--- config.mk ---
export PLATFORM = sky130hd
export DESIGN_NAME = ahb_req_concatenator
export DESIGN_NICKNAME = d
export VERILOG_FILES = /design/src/rtl/ahb_req_concatenator.sv
export SDC_FILE = /design/constraint.sdc
export NUM_CORES = 1
export LEC_CHECK = 0
export CORE_ASPECT_RATIO = 1.75
export CORE_MARGIN = 2
export CORE_UTILIZATION = 32
export DETAILED_ROUTE_END_ITERATION = 8
export HOLD_SLACK_MARGIN = 0.05
export PLACE_DENSITY = 0.85
export SKIP_CTS_REPAIR_TIMING = 1
export SLEW_MARGIN = 20
export SYNTH_ARGS = -nofsm -noshare
export SYNTH_HDL_FRONTEND = slang
export SYNTH_SLANG_ARGS = --single-unit
--- constraint.sdc ---
create_clock -name wclk -period 2.63 [get_ports wclk]
set_input_delay 0.3945 -clock wclk [delete_from_list [all_inputs] [get_ports wclk]]
set_output_delay 0.3945 -clock wclk [all_outputs]
set_load 0.02 [all_outputs]
--- src/rtl/ahb_req_concatenator.sv ---
// AHB-Lite slave front end of the AHB-to-APB bridge. It packs each AHB transfer into one
// request word for the async request FIFO and returns read data from the response FIFO.
module ahb_req_concatenator #(
    parameter int unsigned DATASIZE           = 32,
    parameter int unsigned ADDRSIZE           = 32,
    parameter int unsigned TOP_FIFO_DATA_SIZE = DATASIZE + ADDRSIZE + 4 + DATASIZE / 8
) (
    input  logic                          wclk,
    input  logic                          wrst,
    input  logic                          HSEL,
    input  logic [1:0]                    HTRANS,
    input  logic                          HWRITE,
    input  logic [ADDRSIZE-1:0]           HADDR,
    input  logic [2:0]                    HSIZE,
    input  logic [3:0]                    HPROT,
    input  logic [DATASIZE-1:0]           HWDATA,
    input  logic                          HREADY,
    output logic                          HREADYOUT,
    output logic                          HRESP,
    output logic [DATASIZE-1:0]           HRDATA,
    input  logic                          wfull,
    output logic                          winc,
    output logic [TOP_FIFO_DATA_SIZE-1:0] conc_data_fifo,
    input  logic                          rd_rempty,
    input  logic [DATASIZE-1:0]           rd_rdata,
    output logic                          rd_rinc
);

    typedef enum logic [1:0] {
        IDLE  = 2'd0,
        WR    = 2'd1,
        RD    = 2'd2,
        RWAIT = 2'd3
    } state_e;

    state_e               state_q, state_d;
    logic [ADDRSIZE-1:0]  addr_q;
    logic                 write_q;
    logic [2:0]           size_q;
    logic [2:0]           pprot_q;

    logic                 accept_c;
    logic                 load_c;
    logic                 word_en_c;
    logic [3:0]           strb_c;
    logic [DATASIZE-1:0]  wdata_c;
    logic                 unused_c;

    assign accept_c = HSEL & HTRANS[1] & HREADY;
    assign HRESP    = 1'b0;
    assign unused_c = ^{HTRANS[0], HPROT[3:2]};

    // State register and address-phase capture
    always_ff @(posedge wclk or posedge wrst) begin
        if (wrst) begin
            state_q <= IDLE;
            addr_q  <= '0;
            write_q <= 1'b0;
            size_q  <= 3'd0;
            pprot_q <= 3'd0;
        end else begin
            state_q <= state_d;
            if (load_c) begin
                addr_q  <= HADDR;
                write_q <= HWRITE;
                size_q  <= HSIZE;
                pprot_q <= {~HPROT[0], 1'b0, HPROT[1]};
            end
        end
    end

    // Next state and bus/FIFO handshakes
    always_comb begin
        state_d   = state_q;
        HREADYOUT = 1'b1;
        winc      = 1'b0;
        rd_rinc   = 1'b0;
        HRDATA    = '0;
        load_c    = 1'b0;
        word_en_c = 1'b0;
        case (state_q)
            IDLE: begin
                load_c = accept_c;
            end
            WR: begin
                HREADYOUT = ~wfull;
                winc      = ~wfull;
                word_en_c = 1'b1;
                load_c    = accept_c & ~wfull;
                if (!wfull) state_d = IDLE;
            end
            RD: begin
                HREADYOUT = 1'b0;
                winc      = ~wfull;
                word_en_c = 1'b1;
                if (!wfull) state_d = RWAIT;
            end
            RWAIT: begin
                HREADYOUT = ~rd_rempty;
                rd_rinc   = ~rd_rempty;
                HRDATA    = rd_rdata;
                load_c    = accept_c & ~rd_rempty;
                if (!rd_rempty) state_d = IDLE;
            end
            default: state_d = IDLE;
        endcase
        // A transfer accepted while completing the current one chains directly
        if (load_c) state_d = HWRITE ? WR : RD;
    end

    // Write strobes from captured size and low address bits
    always_comb begin
        strb_c = 4'b0000;
        if (write_q) begin
            case (size_q)
                3'd0:    strb_c = 4'b0001 << addr_q[1:0];
                3'd1:    strb_c = addr_q[1] ? 4'b1100 : 4'b0011;
                default: strb_c = 4'b1111;
            endcase
        end
    end

    assign wdata_c        = write_q ? HWDATA : '0;
    assign conc_data_fifo = word_en_c
                          ? TOP_FIFO_DATA_SIZE'({wdata_c, strb_c, pprot_q, addr_q, write_q})
                          : '0;

endmodule

* Yosys cells after proc, flatten, opt, wreduce, memory -nomap -nowiden
Cells that the tools add are included.
** Word-level totals
- Input bits :: 112
- Output and inout bits :: 108
- Bits in registers :: 40
- Word-level logic and storage cells :: 42
** Operators by class
- Shift-type cells :: 1
- Equality and inequality tests :: 7
- Mux-type cells :: 17
- Reductions and logical operators :: 5
- Bitwise logic cells :: 7
** Operators by type and width (count)
- 72-bit two-way mux :: 1
- 32-bit two-way mux :: 2
- 2-bit two-way mux :: 5
- 3-bit != test (second input constant) :: 3
- 4-bit two-way mux :: 2
- 4-bit case mux with 2 select lines :: 1
- 1-bit case mux with 3 select lines :: 2
- 2-bit case mux with 3 select lines :: 1
- 1-bit AND :: 4
- 2-bit == test (second input constant) :: 2
- 4-bit AND reduction :: 1
- 4-bit nonzero test :: 1
- 1-bit by 2-bit << shifter with 4-bit output (first input constant) :: 1
- 3-bit by 1-bit == test with 1-bit output (second input constant) :: 1
- 3-bit logical NOT :: 1
- 1-bit two-way mux :: 3
- 1-bit NOT :: 3
- 2-bit by 1-bit == test with 1-bit output (second input constant) :: 1
- 2-bit logical NOT :: 1
- 2-bit OR reduction :: 1

* Longest topological paths before layout
Gate-level depths: netlist of run 1.
- Depth in word-level cells :: 6
- Mapped depth :: 7
- Depth with buffers taken out :: 6

* Least setup slack after synthesis of run 1
OpenSTA, ideal clock, no wires.
- Kind :: register -> output
- From :: reg state_q[1]
- To :: out conc_data_fifo[36]
- Path buffers :: 1
- Arrival time :: 1.530 ns
- Cell stages (with the launch flop) :: 6
- Path slack :: 0.705 ns
- Data required time :: 2.236 ns
- Cells stage by stage :: dfrtp_1 > inv_1 > ha_1 > clkbuf_1 > nand2_1 > a21oi_1
** Between the ends
- Cells in the longest elaborated chain, start to end :: 4
- Elaborated cells between the ends (all ways) :: 5
** Ends and longest elaborated chain
- start, declared :: RTL line 36 : state_e state_q, state_d;
- start signal, assigned :: RTL line 62 : state_q <= state_d;
- 2-bit == test or 2-bit by 1-bit == test with 1-bit output (tied branches) :: RTL line 81 : case (state_q)
- 2-bit OR reduction (no line) (*)
- 1-bit two-way mux (*) :: RTL line 81
- 72-bit two-way mux (*) :: RTL line 125 : ? TOP_FIFO_DATA_SIZE'({wdata_c, strb_c, pprot_q, addr_q, write_q})
- end, declared :: RTL line 23 : output logic [TOP_FIFO_DATA_SIZE-1:0] conc_data_fifo,
Every way passes the cells marked *; elsewhere a longest branch is shown, timed or not.

* Worst setup path after layout of run 1
- From :: reg state_q[1]
- To :: out conc_data_fifo[35]
Same word-level chain as after synthesis.

==> impl_metrics.prom, run 1 <==
# TYPE chip_impl_metric gauge
chip_impl_info{name="outcome",value="complete, no violations"} 1
chip_impl_metric{name="yosys_warnings",unit=""} 0
chip_impl_metric{name="combPwrFrac",unit=""} 0.621
chip_impl_metric{name="total_routing_usage_gr",unit=""} 0.194
chip_impl_metric{name="core",unit="mm^2"} 0.00786
chip_impl_metric{name="post-synth-top-area-fraction",unit=""} 0.388
chip_impl_metric{name="postSynthRegisterBits",unit=""} 40
chip_impl_metric{name="final-setup-viol-count",unit=""} 0
chip_impl_metric{name="route.detailed.wl_per_inst",unit="um"} 17.0
chip_impl_metric{name="final.setup.worst_slack",unit="ns"} 0.124
chip_impl_info{name="crit_path_end",value="conc_data_fifo[35]"} 1
chip_impl_metric{name="dp_hpwl",unit="mm"} 7.12
chip_impl_info{name="synth_area_leader_cell",value="sky130_fd_sc_hd__dfrtp_1"} 1
chip_impl_metric{name="p_clk_frac",unit=""} 0.135
chip_impl_metric{name="htree_levels",unit=""} 2
chip_impl_metric{name="static-leakage-power",unit="nW"} 2.96
chip_impl_metric{name="die_height",unit="um"} 123
chip_impl_metric{name="reg2reg_setup_slack",unit="ns"} 0.48
chip_impl_info{name="r2r_start",value="state_q[1]$_DFFE_PP0P_"} 1
chip_impl_metric{name="fmax",unit="MHz"} 399
chip_impl_metric{name="synthToLayoutAreaGrowth",unit="%"} 98.3
chip_impl_info{name="start_kind",value="register"} 1
chip_impl_metric{name="detail_route.vias_per_cell",unit=""} 4.67
chip_impl_metric{name="fp-row-count",unit=""} 43
chip_impl_metric{name="timing.max_cap.violations",unit=""} 0
chip_impl_info{name="startpoint",value="state_q[1]$_DFFE_PP0P_"} 1
chip_impl_metric{name="grt_pass1_wl",unit="mm"} 13.2
chip_impl_metric{name="share_seq_of_total_power",unit=""} 0.244
chip_impl_metric{name="grt_max_degree",unit=""} 53
chip_impl_info{name="r2r-end",value="addr_q[14]$_DFFE_PP0P_"} 1
chip_impl_metric{name="clk_transition_reported_paths",unit="ns"} 0.06
chip_impl_metric{name="antenna_found_initial",unit=""} 0
chip_impl_metric{name="post-route-period-util",unit=""} 0.953
chip_impl_metric{name="reg2regPathDepth",unit=""} 6
chip_impl_metric{name="io_pins",unit=""} 220
chip_impl_metric{name="drive_gt1_frac",unit=""} 0.135
chip_impl_metric{name="finalHoldViolations",unit=""} 0
chip_impl_metric{name="route.vias.total",unit=""} 2525
chip_impl_metric{name="tightest_slew",unit="ns"} 0.514
chip_impl_metric{name="final_util",unit=""} 0.651
chip_impl_metric{name="first_global_vias",unit=""} 2450
chip_impl_metric{name="avg_synthesized_cell_area",unit="um^2"} 10.8
chip_impl_metric{name="cp_slowest_stage_delay",unit="ns"} 0.60
chip_impl_info{name="cell_types_occupying_the_most_area_after_synthesis",value="sky130_fd_sc_hd__dfrtp_1, sky130_fd_sc_hd__mux2_4, sky130_fd_sc_hd__and2_1"} 1
chip_impl_info{name="tritoncts_clock_tree",value="done"} 1
chip_impl_metric{name="finalNetCount",unit=""} 567
chip_impl_metric{name="synthesis.area",unit="mm^2"} 0.00258
chip_impl_metric{name="power.switching_fraction",unit=""} 0.374
chip_impl_metric{name="antenna_violating_nets_post_route",unit=""} 0
chip_impl_metric{name="grt-ovfl-total",unit=""} 0
chip_impl_metric{name="finClkSkew",unit="ns"} 0.00222
chip_impl_info{name="critPathSlowestCell",value="sky130_fd_sc_hd__clkdlybuf4s50_1"} 1
chip_impl_metric{name="floorplan.die_area",unit="mm^2"} 0.00882
chip_impl_metric{name="finalCriticalPeriod",unit="ns"} 2.51
chip_impl_metric{name="netlist_instances",unit=""} 239
chip_impl_info{name="cts_root_buffer",value="sky130_fd_sc_hd__clkbuf_16"} 1
chip_impl_metric{name="final-max-slew-violation-count",unit=""} 0
chip_impl_metric{name="clk_path_buf_depth",unit=""} 2
chip_impl_metric{name="hold_slack",unit="ns"} 0.501
chip_impl_metric{name="antenna_cells_inserted",unit=""} 0
chip_impl_metric{name="internal-power",unit="mW"} 2.84
chip_impl_metric{name="synth_cell_type_count",unit=""} 26
chip_impl_metric{name="vdd_ir_drop_max",unit="mV"} 0.480
chip_impl_info{name="crit_chain",value="inv_1, ha_4, buf_4, and2_1, clkdlybuf4s50_1"} 1
chip_impl_metric{name="sw_pwr",unit="mW"} 1.70
chip_impl_metric{name="dr.pass1.iters",unit=""} 4
chip_impl_metric{name="power_density",unit="mW/mm^2"} 886
chip_impl_metric{name="yosysSeqAreaShare",unit=""} 0.388
chip_impl_metric{name="pre_cts_ws",unit="ns"} 0.229
chip_impl_metric{name="route.detailed.drc",unit=""} 0
chip_impl_info{name="criticalPathCategory",value="reg -> out"} 1
chip_impl_metric{name="detailedRoute.firstIterationViolations",unit=""} 39
chip_impl_metric{name="replace_congestion",unit=""} 0.786
chip_impl_info{name="hold_class",value="reg -> reg"} 1
chip_impl_info{name="worst_setup_ep_type",value="output port"} 1
chip_impl_metric{name="io_buffers",unit=""} 214
chip_impl_metric{name="cts_num_sinks",unit=""} 40
chip_impl_metric{name="worst_ep_required",unit="ns"} 2.24
chip_impl_metric{name="start_util",unit=""} 0.328
chip_impl_metric{name="chipWidth",unit="um"} 71.9
chip_impl_metric{name="cts_buffers",unit=""} 5
chip_impl_metric{name="timing.max_slew.rel_slack",unit=""} 0.657
chip_impl_metric{name="layout.filler_cells",unit=""} 619
chip_impl_info{name="setup_repair_after_global_routing_missed_its_margin",value="no"} 1
chip_impl_metric{name="wirelength",unit="mm"} 9.17
chip_impl_metric{name="clock_latency",unit="ns"} 0.28
chip_impl_metric{name="crit_fanout",unit=""} 17
chip_impl_metric{name="arr_time_crit_path",unit="ns"} 2.11
synthesized netlist by cell type, drive strengths merged:
cell type / instances
a211o: 1
a21o: 1
a21oi: 5
a221oi: 1
and2: 66
and3: 33
buf: 6
clkbuf: 13
conb: 1
dfrtp: 40
ha: 5
inv: 8
mux2: 38
nand2: 4
nand3: 1
nor2: 3
nor2b: 2
nor3b: 1
o21ai: 6
o21bai: 2
o311a: 1
o31ai: 1
registers in the layout, indices dropped and copies added (netlist names):
register / count
addr_q: 32
size_q: 3
pprot_q: 2
state_q: 2
write_q: 1
metrics by stage:
stage	instances	power, mW	area (um^2)	setup TNS [ns]
finish	541	4.53	5120	0
global route	541	4.82	5120	0
CTS	540	4.54	4960	-0.275
detailed placement	532	3.90	4810	0
floorplan	240	2.67	2580	0
global placement	532	3.84	4810	0
logic make-up (layout without fill, tap and decap cells):
family	Yosys count	in the layout	synth area share
DFF	40	40	0.388
adders and majority gates	5	5	0.0242
muxes	38	38	0.218
and+or+nand+nor	110	110	0.264
other	1	2	0.00145
buffers and inverters	27	238	0.0538
AOI/OAI and AO/OA	18	18	0.0504
worst min-delay path by stage:
stage                                      start                endpoint  slack (ns)  cells after the start
final                      addr_q[9]$_DFFE_PP0P_   addr_q[9]$_DFFE_PP0P_        0.50                      1
after global routing      pprot_q[0]$_DFFE_PP0P_  pprot_q[0]$_DFFE_PP0P_        0.51                      1
after CTS                  addr_q[7]$_DFFE_PP0P_   addr_q[7]$_DFFE_PP0P_        0.50                      1
after detailed placement   addr_q[4]$_DFFE_PP0P_   addr_q[4]$_DFFE_PP0P_        0.49                      1
after global placement    addr_q[16]$_DFFE_PP0P_  addr_q[16]$_DFFE_PP0P_        0.49                      1
after floorplan           addr_q[24]$_DFFE_PP0P_  addr_q[24]$_DFFE_PP0P_        0.47                      1
placed cells by master, fill, tap and decap left out, drive strengths merged, types with 3 or more instances in the layout:
cell type | netlist | layout
nand2 | 4 | 4
inv | 8 | 7
ha | 5 | 5
dfrtp | 40 | 40
clkdlybuf4s50 | 0 | 168
mux2 | 38 | 38
and3 | 33 | 33
a21oi | 5 | 5
buf | 6 | 7
nor2 | 3 | 3
dlymetal6s2s | 0 | 46
clkbuf | 13 | 7
o21ai | 6 | 6
and2 | 66 | 66
per-layer routing:
| layer | share of wire | vias to the layer above | GRT usage |
|---|---|---|---|
| met5 | 0 | - | 0 |
| met3 | 0.11 | 13 | 0.0722 |
| met4 | 0.019 | 0 | 0.0708 |
| met1 | 0.34 | 1165 | 0.205 |
| li1 | - | 1209 | - |
| met2 | 0.53 | 138 | 0.347 |
cell type report:
| cell class | count | area [um^2] | area share |
|---|---|---|---|
| sequential | 40 | 1000 | 0.196 |
| clock buffer | 6 | 139 | 0.0271 |
| tap | 90 | 113 | 0.0220 |
| inverter | 8 | 30.0 | 0.00587 |
| multi-input combinational | 173 | 1460 | 0.285 |
| timing repair buffer | 222 | 2360 | 0.461 |
| clock inverter | 2 | 15.0 | 0.00293 |
power groups by stage:
stage / Combinational [mW] / Clock [mW] / Sequential, mW
after floorplan: 1.62 / 0 / 1.05
after global placement: 2.75 / 0 / 1.09
after detailed placement: 2.79 / 0 / 1.11
after CTS: 2.81 / 0.628 / 1.10
after global routing: 3.01 / 0.659 / 1.15
final: 2.81 / 0.613 / 1.10
worst max-delay path, delay by kind of cell, from the launching register on:
family / cells / cell delay [ns]
buf+inv: 3 / 0.94
fa+ha+maj: 1 / 0.34
flops: 1 / 0.41
simple gates: 1 / 0.15
No activity file was read; power rests on OpenSTA's default activity.
==> run 2, diff against run 1 <==
==> constraint.sdc (replaced) <==
create_clock -name wclk -period 2.85 [get_ports wclk]
set_input_delay 0.4275 -clock wclk [delete_from_list [all_inputs] [get_ports wclk]]
set_output_delay 0.4275 -clock wclk [all_outputs]
set_load 0.02 [all_outputs]
==> run 2 against run 1 <==
Effect of this change: via count grew 0.24%; total power is 6.1% lower; clock power grew 8.5%; highest routed layer unchanged; critical path type unchanged; count of clock-buffer cells in the layout did not move.
==> impl_metrics.prom, run 2 (synthesis gave the netlist of run 1 again) <==
# TYPE chip_impl_metric gauge
chip_impl_info{name="setup_repair_after_global_routing_missed_its_margin",value="no"} 1
chip_impl_metric{name="layout.filler_cells",unit=""} 645
chip_impl_metric{name="finalHoldViolations",unit=""} 0
chip_impl_metric{name="dp_hpwl",unit="mm"} 7.30
chip_impl_metric{name="sw_pwr",unit="mW"} 1.56
chip_impl_metric{name="vdd_ir_drop_max",unit="mV"} 0.612
chip_impl_metric{name="detailedRoute.firstIterationViolations",unit=""} 51
chip_impl_metric{name="route.detailed.drc",unit=""} 0
chip_impl_metric{name="synthToLayoutAreaGrowth",unit="%"} 93.4
chip_impl_metric{name="grt_use_met2",unit=""} 0.370
chip_impl_metric{name="grt-ovfl-total",unit=""} 0
chip_impl_metric{name="io_pins",unit=""} 220
chip_impl_metric{name="power_density",unit="mW/mm^2"} 853
chip_impl_info{name="critPathSlowestCell",value="sky130_fd_sc_hd__clkdlybuf4s50_1"} 1
chip_impl_metric{name="timing.max_slew.rel_slack",unit=""} 0.561
chip_impl_metric{name="pre_cts_ws",unit="ns"} 0.228
chip_impl_info{name="crit_chain",value="inv_1, ha_4, buf_4, and3_1, clkdlybuf4s50_1"} 1
chip_impl_metric{name="timing.max_cap.violations",unit=""} 0
chip_impl_metric{name="total_routing_usage_gr",unit=""} 0.197
chip_impl_info{name="layout.cells.most_common_list",value="sky130_fd_sc_hd__clkdlybuf4s50_1, sky130_fd_sc_hd__and2_1, sky130_fd_sc_hd__dfrtp_1"} 1
chip_impl_metric{name="antenna_cells_inserted",unit=""} 0
chip_impl_metric{name="detail_route.vias_per_cell",unit=""} 4.69
chip_impl_metric{name="core",unit="mm^2"} 0.00786
chip_impl_info{name="top_regs",value="addr_q: 32 flops, size_q: 3 flops"} 1
chip_impl_info{name="criticalPathCategory",value="reg -> out"} 1
chip_impl_metric{name="crit_fanout",unit=""} 28
chip_impl_metric{name="final-max-slew-violation-count",unit=""} 0
chip_impl_metric{name="fmax",unit="MHz"} 371
chip_impl_metric{name="drive_gt1_frac",unit=""} 0.133
chip_impl_info{name="layout.cells.most_common",value="sky130_fd_sc_hd__clkdlybuf4s50_1"} 1
chip_impl_info{name="tritoncts_clock_tree",value="done"} 1
chip_impl_metric{name="internal-power",unit="mW"} 2.70
chip_impl_metric{name="worst_ep_required",unit="ns"} 2.42
chip_impl_info{name="worst_setup_ep_type",value="output port"} 1
chip_impl_info{name="start_kind",value="register"} 1
chip_impl_metric{name="arr_time_crit_path",unit="ns"} 2.27
chip_impl_metric{name="power.switching_fraction",unit=""} 0.367
chip_impl_metric{name="post-route-period-util",unit=""} 0.945
chip_impl_metric{name="area.sequential",unit="mm^2"} 0.00100
chip_impl_metric{name="grt.met1_usage",unit=""} 0.195
chip_impl_metric{name="chipWidth",unit="um"} 71.9
chip_impl_metric{name="die_height",unit="um"} 123
chip_impl_info{name="grt.busiest_layer",value="met2"} 1
chip_impl_metric{name="fp-row-count",unit=""} 43
chip_impl_metric{name="htree_levels",unit=""} 2
chip_impl_metric{name="gr-usage-met3",unit=""} 0.0665
chip_impl_metric{name="antenna_found_initial",unit=""} 0
chip_impl_metric{name="clk_path_buf_depth",unit=""} 2
chip_impl_metric{name="antenna_violating_nets_post_route",unit=""} 0
chip_impl_metric{name="clock_latency",unit="ns"} 0.29
chip_impl_metric{name="multiInputGateArea",unit="mm^2"} 0.00146
chip_impl_info{name="cts_root_buffer",value="sky130_fd_sc_hd__clkbuf_16"} 1
chip_impl_info{name="outcome",value="complete, no violations"} 1
chip_impl_metric{name="route.detailed.wl_per_inst",unit="um"} 16.7
chip_impl_metric{name="cts_buffers",unit=""} 5
chip_impl_metric{name="route.vias.total",unit=""} 2531
chip_impl_metric{name="final.setup.worst_slack",unit="ns"} 0.157
chip_impl_metric{name="dr.pass1.iters",unit=""} 4
chip_impl_metric{name="cp_slowest_stage_delay",unit="ns"} 0.60
chip_impl_metric{name="grt_pass1_wl",unit="mm"} 13.2
chip_impl_metric{name="worst-path-buf-inv",unit=""} 3
chip_impl_metric{name="first_global_vias",unit=""} 2549
chip_impl_info{name="hold_class",value="in -> async"} 1
chip_impl_metric{name="largest_reg_flops",unit=""} 32
chip_impl_info{name="critical-path-top-delay-family",value="buffers and inverters"} 1
chip_impl_metric{name="combPwrFrac",unit=""} 0.593
chip_impl_metric{name="start_util",unit=""} 0.328
chip_impl_metric{name="finalCriticalPeriod",unit="ns"} 2.69
chip_impl_metric{name="grt_max_degree",unit=""} 35
chip_impl_metric{name="floorplan.die_area",unit="mm^2"} 0.00882
chip_impl_metric{name="finalNetCount",unit=""} 566
chip_impl_metric{name="final-setup-viol-count",unit=""} 0
chip_impl_metric{name="hold_slack",unit="ns"} 0.488
chip_impl_metric{name="share_seq_of_total_power",unit=""} 0.250
chip_impl_metric{name="clk_transition_reported_paths",unit="ns"} 0.06
chip_impl_metric{name="tightest_slew",unit="ns"} 0.655
chip_impl_metric{name="io_buffers",unit=""} 214
chip_impl_info{name="top_register",value="addr_q"} 1
chip_impl_metric{name="replace_congestion",unit=""} 0.779
chip_impl_metric{name="wirelength",unit="mm"} 9.02
chip_impl_metric{name="finClkSkew",unit="ns"} 0.00824
chip_impl_metric{name="cts_num_sinks",unit=""} 40
chip_impl_metric{name="p_clk_frac",unit=""} 0.156
chip_impl_metric{name="static-leakage-power",unit="nW"} 2.20
## run 2: per-stage QoR
stage,utilization,power [mW],std cells,instance area (um^2),setup TNS (ns)
finish,0.635,4.26,540,4990,0
detailed placement,0.610,3.58,532,4790,0
floorplan,-,2.47,240,2580,0
CTS,0.633,4.28,540,4970,-1.47
global route,0.635,4.52,540,4990,0
global placement,0.610,3.51,532,4790,0
## run 2: worst paths after layout
path,start,end,slack (ns),depth (start not counted)
setup / recovery,state_q[0]$_DFFE_PP0P_,conc_data_fifo[50],0.16,5
hold / removal,wrst,addr_q[10]$_DFFE_PP0P_,0.49,2
setup reg to reg,state_q[1]$_DFFE_PP0P_,addr_q[21]$_DFFE_PP0P_,0.64,6
hold reg to reg,addr_q[21]$_DFFE_PP0P_,addr_q[21]$_DFFE_PP0P_,0.51,1
max in group asynchronous,wrst,write_q$_DFFE_PP0P_,1.67,3
min in group wclk,addr_q[21]$_DFFE_PP0P_,addr_q[21]$_DFFE_PP0P_,0.51,1
## run 2: area by class of cell
cell class | count | area share
clock buffers | 6 | 0.0278
clock inverters | 2 | 0.00778
inverters | 8 | 0.00602
multi-input cells | 173 | 0.292
flip-flops and latches | 40 | 0.201
well taps | 90 | 0.0226
repair buffers | 221 | 0.443
## run 2: power by group through the flow
stage	clock, mW	sequential [mW]	combinational [mW]
2_1_floorplan	0	0.970	1.50
3_3_place_gp	0	1.05	2.46
3_5_place_dp	0	1.07	2.51
5_1_grt	0.713	1.12	2.69
6_report	0.665	1.07	2.52
4_1_cts	0.682	1.07	2.53
## run 2: routing by layer
metal | wire length, um | up-vias
met1 | 2920 | 1171
li1 | - | 1207
met5 | 0 | -
met4 | 189 | 0
met3 | 951 | 12
met2 | 4960 | 141
